**config.mk**
```make
export PLATFORM = sky130hd
export DESIGN_NAME = div_issuer_flat
export DESIGN_NICKNAME = d
export VERILOG_FILES = /design/src/rtl/div_issuer_pkg.sv /design/src/rtl/div_issuer_if.sv /design/src/rtl/div_issuer.sv /design/src/flat_wrapper.sv
export SDC_FILE = /design/constraint.sdc
export NUM_CORES = 1
export LEC_CHECK = 0
export ABC_AREA = 1
export BUFFER_PORTS_ARGS = -buffer_cell sky130_fd_sc_hd__buf_2
export CAP_MARGIN = 20
export CORE_MARGIN = 8
export CORE_UTILIZATION = 46
export DETAILED_ROUTE_END_ITERATION = 10
export PLACE_DENSITY = 0.78
export SETUP_SLACK_MARGIN = 0.1
export SLEW_MARGIN = 25
export SYNTH_ARGS = -nofsm -noshare
export SYNTH_HDL_FRONTEND = slang
export SYNTH_SLANG_ARGS = --single-unit
```
**constraint.sdc**
```tcl
create_clock -name clk -period 4.6 [get_ports clk]
set_input_delay 0 -clock clk [delete_from_list [all_inputs] [get_ports clk]]
set_output_delay 0 -clock clk [all_outputs]
set_load 0.02 [all_outputs]
```
**src/rtl/div_issuer_pkg.sv**
```systemverilog
// div_issuer_pkg: shared data widths, zero constants and FSM encoding for the divide issuer.
package div_issuer_pkg;

    localparam int DATA_BUS_W = 32;
    localparam int DWORD_W    = 64;

    localparam logic [DATA_BUS_W-1:0] ZERO_WORD  = '0;
    localparam logic [DWORD_W-1:0]    ZERO_DWORD = '0;

    typedef enum logic [1:0] {
        DIV_ISS_IDLE = 2'd0,
        DIV_ISS_BUSY = 2'd1,
        DIV_ISS_DONE = 2'd2
    } div_iss_state_e;

endpackage

```
**src/rtl/div_issuer_if.sv**
```systemverilog
// div_issuer_if: start/abandon handshake and operand/result bus between the issuer and the iterative divider.
interface div_issuer_if;
    import div_issuer_pkg::*;

    logic                  div_start;
    logic                  div_abandon;
    logic                  div_signed;
    logic [DATA_BUS_W-1:0] div_opr1;
    logic [DATA_BUS_W-1:0] div_opr2;
    logic                  div_ready;
    logic [DWORD_W-1:0]    div_res;

    modport master (
        output div_start,
        output div_abandon,
        output div_signed,
        output div_opr1,
        output div_opr2,
        input  div_ready,
        input  div_res
    );

    modport slave (
        input  div_start,
        input  div_abandon,
        input  div_signed,
        input  div_opr1,
        input  div_opr2,
        output div_ready,
        output div_res
    );

endinterface

```
**src/rtl/div_issuer.sv**
```systemverilog
// div_issuer: EX-stage initiator that launches DIV/DIVU on the iterative divider, stalls the
// pipeline until the result returns, then pulses a single HI/LO write. Handles flush and a watchdog.
module div_issuer
    import div_issuer_pkg::*;
#(
    parameter int MAX_CYCLES = 40,
    parameter int CNT_W      = 6
) (
    input  logic                  clk,
    input  logic                  rst,
    input  logic                  ex_div_req,
    input  logic                  ex_signed,
    input  logic [DATA_BUS_W-1:0] ex_opr1,
    input  logic [DATA_BUS_W-1:0] ex_opr2,
    input  logic                  flush,
    input  logic                  stall_ext,
    div_issuer_if.master          div,
    output logic                  stall_req,
    output logic                  hilo_we,
    output logic [DATA_BUS_W-1:0] hi_out,
    output logic [DATA_BUS_W-1:0] lo_out,
    output logic                  div_timeout
);

    localparam logic [CNT_W-1:0] CNT_LIMIT = CNT_W'(MAX_CYCLES - 1);

    div_iss_state_e   state;
    logic [CNT_W-1:0] cnt;
    logic             wd_expire;

    // Watchdog fires on the last allowed BUSY cycle only if the divider has still not answered.
    always_comb begin
        wd_expire = (state == DIV_ISS_BUSY) && !div.div_ready && (cnt == CNT_LIMIT);
    end

    // Handshake and pipeline controls that must react within the cycle; forced low while in reset.
    always_comb begin
        div.div_abandon = 1'b0;
        div_timeout     = 1'b0;
        stall_req       = 1'b0;
        hilo_we         = 1'b0;
        if (!rst) begin
            div.div_abandon = (flush && (state != DIV_ISS_IDLE)) || wd_expire;
            div_timeout     = wd_expire && !flush;
            stall_req       = (state == DIV_ISS_BUSY) ||
                              ((state == DIV_ISS_IDLE) && ex_div_req && !flush);
            hilo_we         = (state == DIV_ISS_DONE) && !stall_ext && !flush;
        end
    end

    // Issue FSM with operand latches, result capture and the BUSY-cycle watchdog counter.
    always_ff @(posedge clk or posedge rst) begin
        if (rst) begin
            state          <= DIV_ISS_IDLE;
            div.div_start  <= 1'b0;
            div.div_signed <= 1'b0;
            div.div_opr1   <= ZERO_WORD;
            div.div_opr2   <= ZERO_WORD;
            hi_out         <= ZERO_WORD;
            lo_out         <= ZERO_WORD;
            cnt            <= '0;
        end else begin
            case (state)
                DIV_ISS_IDLE: begin
                    if (ex_div_req && !flush) begin
                        div.div_opr1   <= ex_opr1;
                        div.div_opr2   <= ex_opr2;
                        div.div_signed <= ex_signed;
                        div.div_start  <= 1'b1;
                        cnt            <= '0;
                        state          <= DIV_ISS_BUSY;
                    end
                end
                DIV_ISS_BUSY: begin
                    if (flush) begin
                        div.div_start <= 1'b0;
                        state         <= DIV_ISS_IDLE;
                    end else if (div.div_ready) begin
                        hi_out        <= div.div_res[DWORD_W-1:DATA_BUS_W];
                        lo_out        <= div.div_res[DATA_BUS_W-1:0];
                        div.div_start <= 1'b0;
                        state         <= DIV_ISS_DONE;
                    end else if (cnt == CNT_LIMIT) begin
                        {hi_out, lo_out} <= ZERO_DWORD;
                        div.div_start    <= 1'b0;
                        state            <= DIV_ISS_DONE;
                    end else begin
                        cnt <= cnt + CNT_W'(1);
                    end
                end
                DIV_ISS_DONE: begin
                    if (flush || !stall_ext) begin
                        state <= DIV_ISS_IDLE;
                    end
                end
                default: begin
                    div.div_start <= 1'b0;
                    state         <= DIV_ISS_IDLE;
                end
            endcase
        end
    end

endmodule

```
**src/flat_wrapper.sv**
```systemverilog
// flat-port wrapper written by rule: the top's interface ports become plain ports
module div_issuer_flat import div_issuer_pkg::*;
#(
    parameter int MAX_CYCLES = 40,
    parameter int CNT_W      = 6
)
  (clk, rst, ex_div_req, ex_signed, ex_opr1, ex_opr2, flush, stall_ext, stall_req, hilo_we, hi_out, lo_out, div_timeout, div_div_start, div_div_abandon, div_div_signed, div_div_opr1, div_div_opr2, div_div_ready, div_div_res);
  div_issuer_if div_i ();
  input  logic clk;
  input  logic rst;
  input  logic ex_div_req;
  input  logic ex_signed;
  input  logic [DATA_BUS_W-1:0] ex_opr1;
  input  logic [DATA_BUS_W-1:0] ex_opr2;
  input  logic flush;
  input  logic stall_ext;
  output logic stall_req;
  output logic hilo_we;
  output logic [DATA_BUS_W-1:0] hi_out;
  output logic [DATA_BUS_W-1:0] lo_out;
  output logic div_timeout;
  output wire logic [$bits(div_i.div_start)-1:0] div_div_start;
  output wire logic [$bits(div_i.div_abandon)-1:0] div_div_abandon;
  output wire logic [$bits(div_i.div_signed)-1:0] div_div_signed;
  output wire logic [$bits(div_i.div_opr1)-1:0] div_div_opr1;
  output wire logic [$bits(div_i.div_opr2)-1:0] div_div_opr2;
  input wire logic [$bits(div_i.div_ready)-1:0] div_div_ready;
  input wire logic [$bits(div_i.div_res)-1:0] div_div_res;
  assign div_div_start = div_i.div_start;
  assign div_div_abandon = div_i.div_abandon;
  assign div_div_signed = div_i.div_signed;
  assign div_div_opr1 = div_i.div_opr1;
  assign div_div_opr2 = div_i.div_opr2;
  assign div_i.div_ready = div_div_ready;
  assign div_i.div_res = div_div_res;
  div_issuer #(.MAX_CYCLES(MAX_CYCLES), .CNT_W(CNT_W)) u_core (.clk(clk), .rst(rst), .ex_div_req(ex_div_req), .ex_signed(ex_signed), .ex_opr1(ex_opr1), .ex_opr2(ex_opr2), .flush(flush), .stall_ext(stall_ext), .div(div_i), .stall_req(stall_req), .hilo_we(hilo_we), .hi_out(hi_out), .lo_out(lo_out), .div_timeout(div_timeout));
endmodule
```
# Word level (Yosys, flattened, before mapping)
# Cells that the tools add are included.
[totals] reg_bits=138 input_bits=135
[op_classes] muxes=23 addsub=1 reduce_logical=24 n_bitwise=2 eq_ne=9
[op_table] op="$mux W32" count=3
[op_table] op="$mux W6" count=4
[op_table] op="$pmux W6 S2" count=1
[op_table] op="$mux W2" count=5
[op_table] op="$ne A2 B2 Y1 const B" count=5
[op_table] op="$logic_and A1 B1 Y1" count=9
[op_table] op="$reduce_and A3 Y1" count=3
[op_table] op="$mux W1" count=8
[op_table] op="$add A6 B1 Y6 const B" count=1
[op_table] op="$eq A6 B6 Y1 const B" count=1
[op_table] op="$pmux W2 S3" count=1
[op_table] op="$reduce_bool A2 Y1" count=3
[op_table] op="$reduce_and A5 Y1" count=1
[op_table] op="$ne A4 B4 Y1 const B" count=1
[op_table] op="$logic_not A1 Y1" count=3
[op_table] op="$logic_or A1 B1 Y1" count=3
[op_table] op="$pmux W1 S3" count=1
[op_table] op="$eq A2 B1 Y1 const B" count=1
[op_table] op="$eq A2 B2 Y1 const B" count=1
[op_table] op="$logic_not A2 Y1" count=1
[op_table] op="$not A1 Y1" count=2
[op_table] op="$reduce_and A2 Y1" count=1

# Depth between registers and ports, before layout
[logic_depth] word_depth=5 mapped_depth=10 ltp_nobuf=8

# Worst setup path before layout
# No wires, ideal clock.
[synth_timing] kind="input -> output" from="input rst" to="output hilo_we" path_buffers=0 path_slack_ps=1128 arrival_ps=3472 path_stages=3 path_cell_list="inv_1 nand3_1 nor2_1"
[synth_via] elab_chain_len=1
[synth_lines] item="start, declared" line_no="flat_wrapper.sv:10" text="input logic rst;"
[synth_lines] item="$mux W1" line_no="div_issuer.sv:42" text="if (!rst) begin"
[synth_lines] item="end, declared" line_no="flat_wrapper.sv:18" text="output logic hilo_we;"
# No other way between the ends.

# Worst setup path after layout
[layout_timing] from="register u_core.state[1]" to="output stall_req"
[layout_via] elab_chain_len=5
[layout_lines] item="start, declared" line_no="div_issuer.sv:27" text="div_iss_state_e state;"
[layout_lines] item="start signal, assigned" line_no="div_issuer.sv:54" text="state <= DIV_ISS_IDLE;"
[layout_lines] item="start signal, assigned" line_no="div_issuer.sv:71" text="state <= DIV_ISS_BUSY;"
[layout_lines] item="start signal, assigned" line_no="div_issuer.sv:77" text="state <= DIV_ISS_IDLE;"
[layout_lines] item="$logic_not A2 Y1" line_no="div_issuer.sv:46" text="((state == DIV_ISS_IDLE) && ex_div_req && !flush);"
[layout_lines] item="$logic_and A1 B1 Y1 (2 in a row)" line_no="div_issuer.sv:46"
[layout_lines] item="$logic_or A1 B1 Y1 *" line_no="div_issuer.sv:45" text="stall_req = (state == DIV_ISS_BUSY) ||"
[layout_lines] item="$mux W1 *" line_no="div_issuer.sv:42"
[layout_lines] item="end, declared" line_no="flat_wrapper.sv:17" text="output logic stall_req;"
# Mark *: on every way between the ends. The rest lies on a longest branch, timed or not.

==> results.json <==
{
  "outcome": "complete, no violations",
  "root_buffer": "clkbuf_16",
  "grt_pass1_vias": 6379,
  "vias": 5998,
  "cts_tree": "done",
  "numPortBuffers": 268,
  "postSynth.asyncResetShare_pct": 100.0,
  "report.final.hold_viol_count": 0,
  "seq_area_um2": 3453,
  "dp_hpwl_um": 11530,
  "pin_count": 269,
  "areaGrowthSynthToFinish_pct": 59.58,
  "yosysWarnings": 0,
  "worst_ir_drop_vdd_v": 0.0002707,
  "r2r_start": "u_core.state[1]",
  "multi_input_area_um2": 1868,
  "min_path_type": "in2reg",
  "drtIter0Drc": 489,
  "routedWlPerCell_um": 17.09,
  "post-route-period-util_pct": 49.68,
  "tightest_slew_ns": 0.7304,
  "die_width_um": 126.0,
  "grt-ovfl-total": 0,
  "synth_area_um2": 5563,
  "antenna_found_initial": 3,
  "clkSinkCount": 138,
  "path_clk_slew_ns": 0.05,
  "syn_nets": 776,
  "drt_wl_total_um": 20420,
  "die_y_um": 126.0,
  "endpoint_kind": "primary output",
  "dp_cells": 1026,
  "synth_edf_count": 0,
  "numCtsBuffers": 17,
  "post-route-min-period_ns": 2.285,
  "clk_latency_ns": 0.41,
  "postCtsSetupBuffers": 0,
  "fin_util_pct": 74.53,
  "timing.final.ws_setup_ns": 2.315,
  "ys_ff_latch": 138,
  "nets": 1168,
  "cap_violations": 0,
  "ant_nets": 0,
  "hold_ws_ns": 0.1762,
  "pre_cts_slack_ns": 2.385,
  "firstDrtPassIters": 8,
  "clockBufferDepth": 2,
  "gp_congestion": 0.7981,
  "rsz0062_at_grt": "no",
  "slew_viol_final": 0,
  "critPathKind": "reg2out",
  "ys_seq_area_share_pct": 62.08,
  "fmax_mhz": 437.6,
  "die-area_um2": 15870,
  "drc_errors": 0,
  "placed_area_um2": 6953,
  "relSlewSlack_pct": 51.31,
  "num_rows": 40,
  "yosysUniqueCellTypes": 17,
  "start_util_pct": 46.70,
  "track_usage_pct": 25.96,
  "rr_worst_depth": 8,
  "grt_max_degree": 82,
  "crit_end": "stall_req",
  "drive_gt1_share_pct": 31.10,
  "skew_ns": 0.007612,
  "worstSetupStartpointType": "flop",
  "r2r_setup_slack_ns": 2.33,
  "cp_max_fo": 66,
  "cp.arrival_ns": 2.29,
  "instances_no_fill": 1195,
  "setup_viol": 0,
  "coreArea_um2": 11910,
  "power_leakage_nw": 5.068,
  "startpoint": "u_core.state[1]",
  "post_cts_resized": 0,
  "synth_ff_type": "dfrtp_1",
  "p_per_area_nw_per_um2": 466.6,
  "fin_area_um2": 8877,
  "n_fill_cell": 729,
  "vias_per_cell": 5.019,
  "syn_inst": 640,
  "cts.htree.levels": 4,
  "reg2reg_to": "u_core.div.div_opr2[2]",
  "grt_pass1_wl_um": 32930,
  "syn_area_per_cell_um2": 8.692,
  "tns_ns": 0,
  "cp_data_required_time_ns": 4.60,
  "power_mw": 4.142
}
## final cells by class
type	instances	area share, %
Timing Repair Buffer	408	30.92
Clock inverter	9	0.7893
Clock buffer	23	5.497
Inverter	15	0.6906
Multi-Input combinational cell	452	21.04
Tap cell	147	2.072
Sequential cell	138	38.90
Antenna cell	3	0.08457
## synth_stat cells, types with 3 or more instances
library cell  number  area, µm²
dfrtp_1          138       3453
buf_6              6      67.56
buf_2             18      90.09
inv_1             12      45.04
nor2_1            10      37.54
nand3_1           79      395.4
clkbuf_1          10      37.54
nand2_1          342       1284
nand2_2           11      68.82
inv_2              3      11.26
## what timing repair did
action                                  CTS  global route
hold buffers                            133             0
hold endpoints to repair                210             0
endpoints found under the setup margin    0             0
## routing by layer
layer | part of all wire, % | GRT usage [%] | up-vias
met5 | 0 | 0 | -
met4 | 3.7 | 13.38 | 0
met3 | 10 | 9.747 | 64
met2 | 49 | 43.06 | 349
met1 | 37 | 28.65 | 2812
li1 | - | - | 2773
## where the power goes
| group | internal, mW | switching (mW) |
|---|---|---|
| combinational | 0.423 | 0.784 |
| sequential | 1.49 | 0.169 |
| clock | 0.792 | 0.483 |
| total | 2.71 | 1.44 |
## layout by cell type, fill, tap and decap left out, types with 2 or more instances in the layout
master,instances
a21oi_1,2
buf_2,268
nand3_1,79
nor3_1,2
nand4_1,2
nand2_1,340
dlygate4sd3_1,133
dfrtp_1,138
clkbuf_1,2
inv_1,11
inv_2,3
diode_2,3
buf_4,6
clkbuf_8,4
nor2_1,9
clkinv_2,8
clkbuf_16,17
nand2_2,13
nor2_4,2
## worst max-delay path, cell delays in order, from the launching register on
cell and delay (ns):
dfrtp_1 0.37, inv_2 0.07, nand2_1 0.09, inv_2 0.05
buf_4 0.50, nand2_2 0.38, a21oi_1 0.21, buf_2 0.18
## cells by family (layout without fill, tap and decap cells)
| kind of cell | count (synthesis) | after routing | share of synthesized area (%) |
|---|---|---|---|
| simple gates | 448 | 448 | 32.73 |
| flops | 138 | 138 | 62.08 |
| buf+inv | 50 | 455 | 4.656 |
| compound gates | 3 | 3 | 0.3149 |
| fa+ha+maj | 1 | 1 | 0.2249 |
| other cells | 0 | 3 | 0 |
## worst min path at each step
stage               startpoint                   end  slack [ns]  cells after the start
6_report                 flush  u_core.div.div_start        0.18                      4
5_1_grt                  flush         u_core.cnt[4]        0.22                      6
4_1_cts                  flush         u_core.cnt[4]        0.16                      6
3_5_place_dp   div_div_res[50]     u_core.hi_out[18]        0.20                      3
3_3_place_gp   div_div_res[25]     u_core.lo_out[25]        0.20                      3
2_1_floorplan              rst       div_div_abandon        0.08                      1
## sequential cells by signal, summed over array words and instances, names as in the netlist
register,count
u_core.div.div_opr1,32
u_core.div.div_opr2,32
u_core.hi_out,32
u_core.lo_out,32
u_core.cnt,6
u_core.state,2
u_core.div.div_signed,1
u_core.div.div_start,1
Note: power is estimated with default switching activity, not from simulation.
